$ cat src/rtl/div_pkg.sv
// Shared types and helpers for the sequential restoring divider.
package div_pkg;

  typedef enum logic [1:0] {
    StIdle,
    StCalc,
    StDone
  } div_state_e;

  // Counter must hold DATA_WIDTH itself, not just DATA_WIDTH-1.
  function automatic int unsigned cnt_width(input int unsigned dw);
    return $clog2(dw + 1);
  endfunction

endpackage

$ cat src/rtl/divider_seq_param_if.sv
// Start/done handshake and result bus of the sequential divider.
interface divider_seq_param_if #(
  parameter int unsigned DATA_WIDTH = 8
);
  logic                  start_in;
  logic [DATA_WIDTH-1:0] dividend_in;
  logic [DATA_WIDTH-1:0] divisor_in;
  logic                  busy_out;
  logic                  done_out;
  logic [DATA_WIDTH-1:0] quotient_out;
  logic [DATA_WIDTH-1:0] remainder_out;
  logic                  div_by_zero_out;

  modport master (
    output start_in, dividend_in, divisor_in,
    input  busy_out, done_out, quotient_out, remainder_out, div_by_zero_out
  );

  modport slave (
    input  start_in, dividend_in, divisor_in,
    output busy_out, done_out, quotient_out, remainder_out, div_by_zero_out
  );
endinterface

$ cat src/rtl/sub_param.sv
// Parametric ripple-free subtractor: diff = a - b - bor_in, with borrow out.
module sub_param #(
  parameter int unsigned DATA_WIDTH = 8
) (
  input  logic [DATA_WIDTH-1:0] a_in,
  input  logic [DATA_WIDTH-1:0] b_in,
  input  logic                  bor_in,
  output logic [DATA_WIDTH-1:0] diff_out,
  output logic                  bor_out
);
  assign {bor_out, diff_out} = {1'b0, a_in} - {1'b0, b_in} - {{DATA_WIDTH{1'b0}}, bor_in};
endmodule

$ cat src/rtl/divider_seq_param.sv
// Sequential restoring unsigned divider, one quotient bit per clock.
// Optional feature: define DIV_ZERO_DETECT_EN to short-cut zero divisors straight to DONE.
module divider_seq_param
  import div_pkg::*;
#(
  parameter int unsigned DATA_WIDTH = 8
) (
  input logic                clk,
  input logic                rst_n,
  divider_seq_param_if.slave bus
);
  localparam int unsigned CntW = cnt_width(DATA_WIDTH);
  localparam int unsigned RemW = DATA_WIDTH + 1;

  div_state_e            state_q, state_d;
  logic [CntW-1:0]       cnt_q, cnt_d;
  logic [DATA_WIDTH-1:0] dvd_q, dvd_d;
  logic [DATA_WIDTH-1:0] dvs_q, dvs_d;
  logic [RemW-1:0]       rem_q, rem_d;
  logic [DATA_WIDTH-1:0] quo_q, quo_d;
  logic [DATA_WIDTH-1:0] q_res_q, q_res_d;
  logic [DATA_WIDTH-1:0] r_res_q, r_res_d;
  logic                  busy_q, busy_d;
  logic                  done_q, done_d;

  logic [RemW-1:0]       shifted;
  logic [RemW-1:0]       diff;
  logic                  bor;

  // Shift form drops the partial remainder's top bit, which is always 0 after a restore.
  assign shifted = (rem_q << 1) | RemW'(dvd_q[DATA_WIDTH-1]);

  sub_param #(
    .DATA_WIDTH(RemW)
  ) u_sub (
    .a_in    (shifted),
    .b_in    ({1'b0, dvs_q}),
    .bor_in  (1'b0),
    .diff_out(diff),
    .bor_out (bor)
  );

`ifdef DIV_ZERO_DETECT_EN
  logic dbz_q, dbz_d;
`endif

  always_comb begin
    state_d = state_q;
    cnt_d   = cnt_q;
    dvd_d   = dvd_q;
    dvs_d   = dvs_q;
    rem_d   = rem_q;
    quo_d   = quo_q;
    q_res_d = q_res_q;
    r_res_d = r_res_q;
`ifdef DIV_ZERO_DETECT_EN
    dbz_d   = dbz_q;
`endif
    unique case (state_q)
      StIdle: begin
        if (bus.start_in) begin
          dvd_d   = bus.dividend_in;
          dvs_d   = bus.divisor_in;
          rem_d   = '0;
          quo_d   = '0;
          cnt_d   = '0;
          q_res_d = '0;
          r_res_d = '0;
          state_d = StCalc;
`ifdef DIV_ZERO_DETECT_EN
          dbz_d   = 1'b0;
          if (bus.divisor_in == '0) begin
            state_d = StDone;
            q_res_d = '1;
            r_res_d = bus.dividend_in;
            dbz_d   = 1'b1;
          end
`endif
        end
      end
      StCalc: begin
        dvd_d = dvd_q << 1;
        rem_d = bor ? shifted : diff;
        quo_d = (quo_q << 1) | DATA_WIDTH'(!bor);
        cnt_d = cnt_q + CntW'(1);
        if (cnt_q == CntW'(DATA_WIDTH - 1)) begin
          state_d = StDone;
          q_res_d = quo_d;
          r_res_d = DATA_WIDTH'(rem_d);
        end
      end
      StDone:  state_d = StIdle;
      default: state_d = StIdle;
    endcase
    busy_d = (state_d != StIdle);
    done_d = (state_d == StDone);
  end

  always_ff @(posedge clk) begin
    if (!rst_n) begin
      state_q <= StIdle;
      cnt_q   <= '0;
      dvd_q   <= '0;
      dvs_q   <= '0;
      rem_q   <= '0;
      quo_q   <= '0;
      q_res_q <= '0;
      r_res_q <= '0;
      busy_q  <= 1'b0;
      done_q  <= 1'b0;
    end else begin
      state_q <= state_d;
      cnt_q   <= cnt_d;
      dvd_q   <= dvd_d;
      dvs_q   <= dvs_d;
      rem_q   <= rem_d;
      quo_q   <= quo_d;
      q_res_q <= q_res_d;
      r_res_q <= r_res_d;
      busy_q  <= busy_d;
      done_q  <= done_d;
    end
  end

`ifdef DIV_ZERO_DETECT_EN
  always_ff @(posedge clk) begin
    if (!rst_n) dbz_q <= 1'b0;
    else        dbz_q <= dbz_d;
  end
  assign bus.div_by_zero_out = dbz_q;
`else
  assign bus.div_by_zero_out = 1'b0;
`endif

  assign bus.busy_out      = busy_q;
  assign bus.done_out      = done_q;
  assign bus.quotient_out  = q_res_q;
  assign bus.remainder_out = r_res_q;
endmodule
$ cat src/flat_wrapper.sv
// flat-port wrapper written by rule: the top's interface ports become plain ports
module divider_seq_param_flat import div_pkg::*;
#(
  parameter int unsigned DATA_WIDTH = 8
)
  (clk, rst_n, bus_start_in, bus_dividend_in, bus_divisor_in, bus_busy_out, bus_done_out, bus_quotient_out, bus_remainder_out, bus_div_by_zero_out);
  divider_seq_param_if #(.DATA_WIDTH(DATA_WIDTH)) bus_i ();
  input logic clk;
  input logic rst_n;
  input wire logic [$bits(bus_i.start_in)-1:0] bus_start_in;
  input wire logic [$bits(bus_i.dividend_in)-1:0] bus_dividend_in;
  input wire logic [$bits(bus_i.divisor_in)-1:0] bus_divisor_in;
  output wire logic [$bits(bus_i.busy_out)-1:0] bus_busy_out;
  output wire logic [$bits(bus_i.done_out)-1:0] bus_done_out;
  output wire logic [$bits(bus_i.quotient_out)-1:0] bus_quotient_out;
  output wire logic [$bits(bus_i.remainder_out)-1:0] bus_remainder_out;
  output wire logic [$bits(bus_i.div_by_zero_out)-1:0] bus_div_by_zero_out;
  assign bus_i.start_in = bus_start_in;
  assign bus_i.dividend_in = bus_dividend_in;
  assign bus_i.divisor_in = bus_divisor_in;
  assign bus_busy_out = bus_i.busy_out;
  assign bus_done_out = bus_i.done_out;
  assign bus_quotient_out = bus_i.quotient_out;
  assign bus_remainder_out = bus_i.remainder_out;
  assign bus_div_by_zero_out = bus_i.div_by_zero_out;
  divider_seq_param #(.DATA_WIDTH(DATA_WIDTH)) u_core (.clk(clk), .rst_n(rst_n), .bus(bus_i));
endmodule
$ cat config.mk
export PLATFORM = sky130hd
export DESIGN_NAME = divider_seq_param_flat
export DESIGN_NICKNAME = d
export VERILOG_FILES = /design/src/rtl/div_pkg.sv /design/src/rtl/divider_seq_param_if.sv /design/src/rtl/sub_param.sv /design/src/rtl/divider_seq_param.sv /design/src/flat_wrapper.sv
export SDC_FILE = /design/constraint.sdc
export NUM_CORES = 1
export LEC_CHECK = 0
export ABC_AREA = 1
export CORE_MARGIN = 4
export CORE_UTILIZATION = 49
export CTS_CLUSTER_DIAMETER = 60
export DETAILED_ROUTE_END_ITERATION = 16
export PLACE_DENSITY = 0.73
export REMOVE_ABC_BUFFERS = 1
export SLEW_MARGIN = 20
export SYNTH_ARGS = -nofsm -noshare
export SYNTH_HDL_FRONTEND = slang
export SYNTH_SLANG_ARGS = --single-unit
$ cat constraint.sdc
create_clock -name clk -period 4.2 [get_ports clk]
set_clock_uncertainty 0.2 [all_clocks]
set_input_delay 0.84 -clock clk [delete_from_list [all_inputs] [get_ports clk]]
set_output_delay 0.84 -clock clk [all_outputs]
set_load 0.05 [all_outputs]
==> qor.csv <==
stage;metric;value;unit
status;status;finished, final reports clean;
detailed_routing;Avg Vias per Cell;4.90;
critical_path;CP top delay family;buffers and inverters;
sta;fin crit share;59.8;%
sta;Rel. slew slack;37.7;%
sta;setup TNS;0;ps
pwr;Design Power;1.47;mW
floorplanning;initial core utilization;50.4;%
cells_and_area;area grow syn2layout;19.4;%
clock_tree;CTS tree;built;
critical_path;CP Class;flip-flop to output port;
synth;Synth Warn #;0;
clock_tree;Reg clk slew, reported paths;110;ps
floorplanning;die width;80.2;µm
critical_path;Critical Path Fanout Max;2;
synth;Cells after Synth;338;
detailed_routing;Via Count;2151;
floorplanning;die area;6440;µm²
detailed_routing;final WL;5100;µm
critical_path;ordered list of cells on the worst path;clkdlybuf4s50_1;
clock_tree;CTS Hold Bufs;0;
place;IO Port Bufs;36;
clock_tree;Clock Latency Late Sink;310;ps
floorplanning;core area;5070;µm²
synth;flops & latches, synth;55;
place;dpl hpwl;3470;µm
detailed_routing;Antenna Nets Post-Route;0;
global_route;All-Layer GR Usage;16.9;%
cells_and_area;commonest non-fill, non-tap cell in the layout;nand2_1;
critical_path;crit start category;flip-flop;
detailed_routing;met2 routed WL;2360;µm
synth;Yosys cell types;33;
synth;largest cells by area after synthesis;dfxtp_1, nand2_1, a21oi_1, inv_1, o21ai_0;
pwr;Lkg Pwr;1.26;nW
critical_path;crit path buf inv count;1;
sta;count of final max-slew check failures;0;
cells_and_area;Fill cells;475;
sta;FMAX;0.398;GHz
sta;Final Hold Fails;0;
critical_path;CP max-delay cell;clkdlybuf4s50_1;
floorplanning;Cell Rows;26;
cells_and_area;# diodes;0;
global_route;vias in the first global route;2006;
pwr;Peak VDD IR;260;µV
detailed_routing;drt first-iter violations;162;
synth;synthesized cell area;2560;µm²
job;maxcap violations;0;
clock_tree;H-tree levels;2;
critical_path;Crit. End Element;output port;
clock_tree;CTS sink cnt;55;
place;Final GP Congestion;0.845;
critical_path;required time worst endpoint;3160;ps
sta;Final setup viols;0;
detailed_routing;routed len/inst;11.6;µm
clock_tree;post-cts resize count;0;
sta;RSZ-0062 raised after global routing;no;
detailed_routing;Max Used Layer;met4;
floorplanning;Top Ports;38;
critical_path;CP peak stage delay;800;ps
detailed_routing;met3 wire length;195;µm
clock_tree;clock buffer depth;2;
synth;post-synthesis sequential area ratio;43.1;%
cells_and_area;layout cells sized above 1;9.49;%
clock_tree;cts bufs inserted;5;
global_route;initial antenna violation count;0;
global_route;largest net degree at the start of global routing;30;
min_path;Worst Hold Class;flip-flop to flip-flop;
detailed_routing;drt pass-1 iters;4;
cells_and_area;highest-count cells in the layout ignoring fill and taps;nand2_1, dfxtp_1, a21oi_1;
detailed_routing;drt drc;0;
cells_and_area;nets@finish;397;
synth;share of the synthesized area in the top cell type;43.1;%
synth;mean post-synth cell area;7.57;µm²
floorplanning;Die Height;80.2;µm
sta;Worst-Margin Slew;934;ps
clock_tree;CTS Root Cell;clkbuf_8;
clock_tree;Post CTS Setup Buffer Count;0;
sta;min Tclk post-route;2510;ps
global_route;gr ovfl total;0;
global_route;first-pass GRT wire length;8780;µm
synth;leading area contributor after synthesis;dfxtp_1;
pwr;PwrDens;483;nW/µm²
detailed_routing;WL met1;2460;µm
critical_path;Arr. time, crit path;1470;ps
## state kept, by name, summed over array words and instances, names as in the netlist
register and count:
u_core.rem_q 8, u_core.bus.busy_out 1, u_core.dvs_q 8, u_core.bus.remainder_out 8, u_core.dvd_q 8, u_core.cnt_q 4
u_core.bus.quotient_out 8, u_core.bus.done_out 1, u_core.state_q 2, u_core.quo_q 7
## synth_stat cells, drive strengths merged
cell    instances
ha              9
dfxtp          55
a221oi          1
a21oi          46
a22oi           6
nand4           5
nand2          87
nor3            3
nand3          15
xnor2           1
o21ai          26
a211oi          1
or2             2
clkbuf          5
nor2           20
inv            39
conb            1
fa              1
a31oi           2
xor2            1
buf            12
## worst paths after layout
path | slack (ps) | from | cells past startpoint | endpoint
max | 1690 | u_core.bus.quotient_out[7] | 1 | bus_quotient_out[7]
min | 260 | u_core.dvs_q[3] | 2 | u_core.dvs_q[3]
max reg2reg | 1940 | u_core.rem_q[3] | 11 | u_core.rem_q[6]
min reg2reg | 260 | u_core.dvs_q[3] | 2 | u_core.dvs_q[3]
## area by class of cell
type | instances | area (µm²) | area share (%)
flip-flops and latches | 55 | 1100 | 36.1
well taps | 70 | 87.6 | 2.87
clock buffers | 5 | 68.8 | 2.25
repair buffers | 40 | 390 | 12.8
multi-input cells | 227 | 1210 | 39.7
clock inverters | 3 | 47.5 | 1.56
inverters | 39 | 146 | 4.80
## per-stage QoR
stage	cell area, µm²	utilization [%]	hold WS, ps	std cells	setup WS, ps
6_report	3050	60.2	262	439	1690
2_1_floorplan	2450	-	233	321	1110
4_1_cts	3050	60.2	268	439	1670
3_3_place_gp	2940	57.9	248	431	1430
5_1_grt	3050	60.2	286	439	1560
3_5_place_dp	2940	57.9	253	431	1370
## kinds of logic after synthesis
logic type	share of synthesized area, %
AO/OA/AOI/OAI	18.3
XOR/XNOR	0.685
adder cells (fa/ha/maj)	5.19
buffers and inverters	9.78
flip-flops	43.1
other	0.147
AND/OR/NAND/NOR	22.8
## metal layers
metal / vias up / GRT usage (%)
li1: 1163 / -
met1: 934 / 21.4
met2: 45 / 29.0
met3: 9 / 3.70
met4: 0 / 3.89
met5: - / 0
## power by group
group / leakage (nW) / switching, mW / internal [mW]
Combinational: 0.751 / 0.332 / 0.182
Clock: 0.0587 / 0.182 / 0.181
Sequential: 0.450 / 0.0276 / 0.570
Total: 1.26 / 0.541 / 0.933
No activity file was read; power rests on OpenSTA's default activity.
